[config.mk]
export PLATFORM = sky130hd
export DESIGN_NAME = muldiv_ctrl
export DESIGN_NICKNAME = d
export VERILOG_FILES = /design/src/rtl/muldiv_pkg.sv /design/src/rtl/muldiv_cycle_cnt.sv /design/src/rtl/muldiv_ctrl.sv
export SDC_FILE = /design/constraint.sdc
export NUM_CORES = 1
export LEC_CHECK = 0
export CAP_MARGIN = 15
export CORE_AREA = 2 2 129 131
export CTS_CLUSTER_DIAMETER = 40
export DETAILED_ROUTE_END_ITERATION = 12
export DIE_AREA = 0 0 131 133
export PLACE_DENSITY = 0.79
export REMOVE_ABC_BUFFERS = 1
export SLEW_MARGIN = 30
export SYNTH_ARGS = -nofsm -noshare
export SYNTH_HDL_FRONTEND = slang
export SYNTH_HIERARCHICAL = 1
export SYNTH_SLANG_ARGS = --single-unit
[constraint.sdc]
create_clock -name clk -period 2.37 [get_ports clk]
set_input_delay 0.474 -clock clk [delete_from_list [all_inputs] [get_ports clk]]
set_output_delay 0.474 -clock clk [all_outputs]
set_load 0.03 [all_outputs]
[src/rtl/muldiv_pkg.sv]
// Shared types and sizing for the multiply/divide sequencer.
package muldiv_pkg;
  localparam int CNT_W           = 6;
  localparam int MULT_CYCLES_DEF = 32;
  localparam int DIV_CYCLES_DEF  = 32;

  typedef enum logic [1:0] {IDLE, RUN, WB, DIVZ} state_t;
  typedef enum logic       {OP_MULT, OP_DIV}     op_t;
endpackage

[src/rtl/muldiv_cycle_cnt.sv]
// Loadable down-counter tracking the remaining iterations of the active unit.
// It stops at zero instead of wrapping; every accept reloads it.
module muldiv_cycle_cnt
  import muldiv_pkg::*;
(
  input  logic             clk,
  input  logic             reset,
  input  logic             load,
  input  logic             en,
  input  logic [CNT_W-1:0] load_val,
  output logic             one
);
  logic [CNT_W-1:0] cnt;

  // Load on accept, otherwise count down while enabled and non-zero.
  always_ff @(posedge clk or negedge reset) begin
    if (!reset)                  cnt <= '0;
    else if (load)               cnt <= load_val;
    else if (en && cnt != '0)    cnt <= cnt - CNT_W'(1);
  end

  assign one = (cnt == CNT_W'(1));
endmodule

[src/rtl/muldiv_ctrl.sv]
// Sequencer between the control unit and the iterative mult/div datapaths:
// captures operands, pulses the selected unit's start, waits out its
// iterations, then commits the unit's hi/lo into the architectural HI/LO.
module muldiv_ctrl
  import muldiv_pkg::*;
#(
  parameter int MULT_CYCLES = MULT_CYCLES_DEF,
  parameter int DIV_CYCLES  = DIV_CYCLES_DEF
) (
  input  logic        clk,
  input  logic        reset,
  input  logic        start_mult,
  input  logic        start_div,
  input  logic        abort,
  input  logic        hilo_rd,
  input  logic [31:0] a,
  input  logic [31:0] b,
  input  logic [31:0] mult_hi,
  input  logic [31:0] mult_lo,
  input  logic [31:0] div_hi,
  input  logic [31:0] div_lo,
  output logic [31:0] op_a,
  output logic [31:0] op_b,
  output logic        mult_start,
  output logic        div_start,
  output logic [31:0] hi,
  output logic [31:0] lo,
  output logic        busy,
  output logic        done,
  output logic        div0_exc,
  output logic        stall
);
  state_t           state;
  op_t              op_sel;
  logic             done_q;
  logic             accept;
  logic             cnt_one;
  logic [CNT_W-1:0] load_val;

  // A start only counts in IDLE; MULT has priority, and DIV by zero never
  // reaches the divider so it does not load the counter.
  assign accept   = (state == IDLE) && (start_mult || (start_div && b != '0));
  assign load_val = start_mult ? CNT_W'(MULT_CYCLES) : CNT_W'(DIV_CYCLES);

  muldiv_cycle_cnt u_cnt (
    .clk      (clk),
    .reset    (reset),
    .load     (accept),
    .en       (state == RUN),
    .load_val (load_val),
    .one      (cnt_one)
  );

  // Main sequencer; all outputs registered, pulses default low each edge.
  always_ff @(posedge clk or negedge reset) begin
    if (!reset) begin
      state      <= IDLE;
      op_sel     <= OP_MULT;
      op_a       <= '0;
      op_b       <= '0;
      hi         <= '0;
      lo         <= '0;
      mult_start <= 1'b0;
      div_start  <= 1'b0;
      busy       <= 1'b0;
      done_q     <= 1'b0;
      div0_exc   <= 1'b0;
    end else begin
      mult_start <= 1'b0;
      div_start  <= 1'b0;
      done_q     <= 1'b0;
      div0_exc   <= 1'b0;
      case (state)
        IDLE: begin
          if (start_mult) begin
            op_a       <= a;
            op_b       <= b;
            op_sel     <= OP_MULT;
            mult_start <= 1'b1;
            busy       <= 1'b1;
            state      <= RUN;
          end else if (start_div) begin
            busy <= 1'b1;
            if (b == '0) begin
              div0_exc <= 1'b1;
              state    <= DIVZ;
            end else begin
              op_a      <= a;
              op_b      <= b;
              op_sel    <= OP_DIV;
              div_start <= 1'b1;
              state     <= RUN;
            end
          end
        end
        RUN: begin
          if (abort) begin
            busy  <= 1'b0;
            state <= IDLE;
          end else if (cnt_one) begin
            done_q <= 1'b1;
            state  <= WB;
          end
        end
        WB: begin
          if (!abort) begin
            hi <= (op_sel == OP_MULT) ? mult_hi : div_hi;
            lo <= (op_sel == OP_MULT) ? mult_lo : div_lo;
          end
          busy  <= 1'b0;
          state <= IDLE;
        end
        DIVZ: begin
          busy  <= 1'b0;
          state <= IDLE;
        end
        default: state <= IDLE;
      endcase
    end
  end

  // A flush landing in the write-back cycle cancels the commit, so the
  // done pulse is withdrawn along with it.
  assign done  = done_q & ~abort;
  assign stall = hilo_rd & busy;
endmodule

# Word-level counts from Yosys, hierarchy flattened
# Cells that the tools add are included.
[word_totals]
register_bits = 142
word_cells = 75
in_bits = 198
[classes]
bitwise = 3
muxes = 36
n_eq_ne = 8
n_addsub = 1
n_reduce_logical = 15
[ops]
columns = ["operator", "count"]
rows = [
  ["$mux W32", 8],
  ["$logic_not A32 Y1", 1],
  ["$reduce_bool A32 Y1", 1],
  ["$mux W1", 19],
  ["$mux W6", 2],
  ["$mux W2", 5],
  ["$eq A6 B1 Y1 const B", 1],
  ["$ne A3 B3 Y1 const B", 2],
  ["$pmux W2 S3", 1],
  ["$reduce_and A2 Y1", 3],
  ["$reduce_bool A6 Y1", 1],
  ["$sub A6 B1 Y6 const B", 1],
  ["$eq A2 B2 Y1 const B", 2],
  ["$ne A2 B2 Y1 const B", 2],
  ["$reduce_bool A2 Y1", 2],
  ["$logic_and A1 B1 Y1", 3],
  ["$pmux W1 S3", 1],
  ["$reduce_and A3 Y1", 1],
  ["$and A1 B1 Y1", 2],
  ["$eq A2 B1 Y1 const B", 1],
  ["$logic_not A2 Y1", 1],
  ["$reduce_or A2 Y1", 1],
  ["$logic_or A1 B1 Y1", 1],
  ["$not A1 Y1", 1],
]

# Depth between registers and ports, before layout
[depth]
word_depth = 5
depth_mapped = 10

# Modules after synthesis
# Netlist, hierarchy kept.
[modules_own_cells]
columns = ["mod", "area_per_inst_um2", "cells_each", "n_inst"]
rows = [
  ["muldiv_ctrl", 5679.2, 456, 1],
  ["muldiv_cycle_cnt", 416.6, 46, 1],
]

# Worst setup path before layout
# No wires, ideal clock.
[synth_path]
kind = "input port to flip-flop"
start = "input port b[26]"
end = "register u_cnt.cnt[0]"
path_buffers = 3
t_required_ps = 2300
cell_stages = 9
t_arrival_ps = 2185
setup_time_ps = 70
slack_ps = 115
cell_sequence = "nor4_1 > nand4_1 > o31ai_2 > buf_4 > buf_6 > inv_2 > buf_1 > a2111oi_0 > nand3b_1"
[synth_via]
elab_chain_len = 5
[synth_lines]
columns = ["item", "line_no", "source"]
rows = [
  ["from (decl)", "muldiv_ctrl.sv:17", "input logic [31:0] b,"],
  ["$reduce_bool A32 Y1 *", "muldiv_ctrl.sv:42", "assign accept = (state == IDLE) && (start_mult || (start_div && b != '0));"],
  ["$logic_and A1 B1 Y1 *", "muldiv_ctrl.sv:42", ""],
  ["$logic_or A1 B1 Y1 *", "muldiv_ctrl.sv:42", ""],
  ["$logic_and A1 B1 Y1 *", "muldiv_ctrl.sv:42", ""],
  ["via accept", "muldiv_ctrl.sv:36", "logic accept;"],
  ["$mux W6 or $reduce_bool A2 Y1 (tied branches)", "--", ""],
  ["to (signal assigned)", "muldiv_cycle_cnt.sv:18", "else if (load) cnt <= load_val;"],
  ["to (signal assigned)", "muldiv_cycle_cnt.sv:19", "else if (en && cnt != '0) cnt <= cnt - CNT_W'(1);"],
  ["to (decl)", "muldiv_cycle_cnt.sv:13", "logic [CNT_W-1:0] cnt;"],
]
# Mark *: on every way through the listed nets, which the timed path passes. The rest lies on a longest branch.
# A chain may end at the register's enable or synchronous reset.

# Worst setup path after layout
[layout_path]
start = "input port b[20]"
end = "register op_b[7]"
[layout_via]
elab_chain_len = 3
[layout_lines]
columns = ["item", "line_no", "source"]
rows = [
  ["$logic_not A32 Y1", "muldiv_ctrl.sv:84", "if (b == '0) begin"],
  ["$ne A2 B2 Y1 (no source line)", "--", ""],
  ["$reduce_and A3 Y1 (no source line)", "--", ""],
  ["to (signal assigned)", "muldiv_ctrl.sv:60", "op_b <= '0;"],
  ["to (signal assigned)", "muldiv_ctrl.sv:77", "op_b <= b;"],
  ["to (signal assigned)", "muldiv_ctrl.sv:89", "op_b <= b;"],
  ["to (decl)", "muldiv_ctrl.sv:23", "output logic [31:0] op_b,"],
]
# No other way between the ends.

==> metrics <==
status complete, but fails checks; failing checks setup timing; commonest non-fill, non-tap cell in the layout clkdlybuf4s50_1; Least-Margin Pin Slew 0.9702 ns; CTS sink count 142; global-route wire length before repair 27540 um; FFs w/ async S/R, synth 100.0%; Pwr per Cell Area 1153 mW/mm^2; share of cells above drive strength 1 9.966%; Final HPWL DP 13940 um; r2r setup slk 0.33 ns; Crit path arrival time 2.67 ns; Max VDD drop 0.7771 mV; initial antenna violation count 0; DR DRC count 0; Cells after DPL 1065; Yosys warnings 6; routed vias/inst 4.773; Die H 133 um; Post-synth top flop dfrtp_1; Avg Cell Area, Syn 12.14 sq um; Int Pwr 7.663 mW; Setup Crit Path Kind in2reg; r2r endpoint u_cnt/cnt[0]; Clock transition at path regs 0.06 ns; vias in the first global route 5451; final-report max-slew violation count 0; fin worst setup slack -0.005602 ns; Area Overhead vs Synth 76.42%; First DRT Iteration DRCs 162; H-tree levels 4; Pleak 4.619 nW; grt total ovfl 0; Starting Density 37.69%; worst hold path class in2async; Final min period 2.376 ns; IO Pins 332; total global-route track usage 20.70%; die area 0.01742 sq mm; hold buffer count at CTS 0; Critical Path End Type flop; WP data required 2.67 ns; reg2reg path depth 5; final setup vio count 2; GP Congestion 0.8143; Yosys reg bits 142; Final nets 1071; clock share of power 21.3%; Yosys top cell by area dfrtp_1; commonest cells after routing, fill and taps aside clkdlybuf4s50_1 (325), dfrtp_1 (141), nor2_1 (75); drt total wl 18660 um; Synth area leaders dfrtp_1 (58%), mux2_1 (12%), mux2i_1 (11%), a21oi_1 (5.7%), nor2_1 (4.6%); largest net degree at the start of global routing 56; max-cap violation count 0; first-pass detailed-route iteration total 4; Final Util 66.50%; total power draw 12.40 mW; Clock Latency Late Sink 0.42 ns; diode count 0; switching share of power 38.23%; Slew HR 35.18%; clk root buf clkbuf_16; Sw Pwr 4.742 mW; routed length per instance 16.91 um; Max Clock Skew 0.008048 ns; antenna-violating nets left 0; worst reg2reg startpoint u_cnt/cnt[0]; fin crit share 100.2%; cell area after synthesis 0.006096 sq mm; Worst Path Max Fanout 6; Worst setup SP type input port; EDFF count, synth 0; Synth Instances 502; Longest Clk Path Bufs 2; Fmax 420.9 MHz; CTS tree built; Flop pwr share 31.7%; share of the synthesized area in the top cell type 58.29%; Seq/Total Area, Yosys 58.29%; Placement Rows 47; Core Area 0.01617 sq mm; # port buffers 331; Final Non-Filler Cells 1103; Die Wd 131 um; Gate power share 47.0%; total number of vias 5265; CTS buffer count 17; endpoints failing hold 0; count of cell types in the netlist 39
[timing repair]
| item | in CTS | in global routing |
|---|---|---|
| setup buffers | 2 | 0 |
| setup endpoints to repair | 32 | 60 |
| pin swaps | 1 | 4 |
| resized for setup | 0 | 15 |
| gates cloned | 0 | 4 |
[critical path, cell delays in order]
cell and delay [ns]:
clkdlybuf4s50_1 0.49, nor4_2 0.31, nand4_1 0.15, buf_4 0.18
o31ai_4 0.37, clkbuf_16 0.23, clkbuf_16 0.14, mux2_1 0.32
[cells by family (layout without fill, tap and decap cells)]
kind of cell    count (synthesis)  after routing  share of synthesized area, %
mux                           128            128                         22.33
other cells                     2              6                        0.1232
buf+inv                        35            412                         2.771
flops                         142            142                         58.29
compound gates                 82             82                         7.533
fa+ha+maj                       3              3                        0.6158
simple gates                  110            110                         8.333
[cells in the mapped netlist (4+ instances only)]
master,number
mux2i_1,64
buf_6,4
nor4_1,8
mux2_1,64
nand2_1,4
nor3b_1,4
dfrtp_1,142
buf_1,5
inv_1,5
a21oi_1,69
clkbuf_1,16
nor2_1,75
[power by group through the flow]
stage               clock network [mW]  logic (mW)  registers, mW
global route                      2.80        6.14           4.05
global placement                     0        5.59           3.93
CTS                               2.70        5.69           3.93
floorplan                            0        1.44           5.52
finish                            2.64        5.83           3.94
detailed placement                   0        5.66           3.95
[routing by layer]
| metal | vias to the layer above | track usage (%) | share of wire (%) |
|---|---|---|---|
| met5 | - | 0 | 0 |
| met4 | 0 | 7.447 | 2.1 |
| met3 | 27 | 8.006 | 10 |
| met2 | 237 | 35.95 | 51 |
| met1 | 2495 | 22.76 | 37 |
| li1 | 2506 | - | - |
[flip-flops by register name, summed over array words and instances, names as in the netlist]
register / cells
hi: 32
lo: 32
op_a: 32
op_b: 32
u_cnt/cnt: 6
state: 2
busy: 1
div0_exc: 1
div_start: 1
done_q: 1
mult_start: 1
op_sel: 1
[per-stage QoR]
stage | cell area (sq um) | hold WS (ns) | setup slack (ns) | setup TNS (ns)
after floorplan | 5964 | 0.1784 | -5.354 | -494.95
after global placement | 9987 | 0.4724 | -0.4629 | -30.44
after detailed placement | 9987 | 0.4806 | -0.5172 | -30.82
after CTS | 10590 | 0.02735 | 0.0004552 | 0
after global routing | 10750 | 0.05301 | -0.01012 | -0.01828
final | 10750 | 0.01877 | -0.005602 | -0.008599
[cell type report]
cell class / count / area (sq um)
flip-flops and latches: 142 / 3557
fillers: 1182 / 5418
inverters: 6 / 22.52
repair buffers: 374 / 3869
clock inverters: 12 / 138.9
clock buffers: 20 / 446.7
multi-input cells: 329 / 2445
well taps: 220 / 275.3
[worst max-delay path by stage]
stage / cells past startpoint / end / startpoint / slack (ns)
final: 8 / op_b[7] / b[20] / -0.006
after global placement: 9 / u_cnt/cnt[0] / b[26] / -0.46
after CTS: 9 / u_cnt/cnt[0] / b[18] / 0.0005
after floorplan: 2 / hi[0] / state[0] / -5.35
after global routing: 8 / op_b[5] / b[20] / -0.01
after detailed placement: 8 / u_cnt/cnt[0] / b[18] / -0.52
Power figures use the tool's default switching activity.
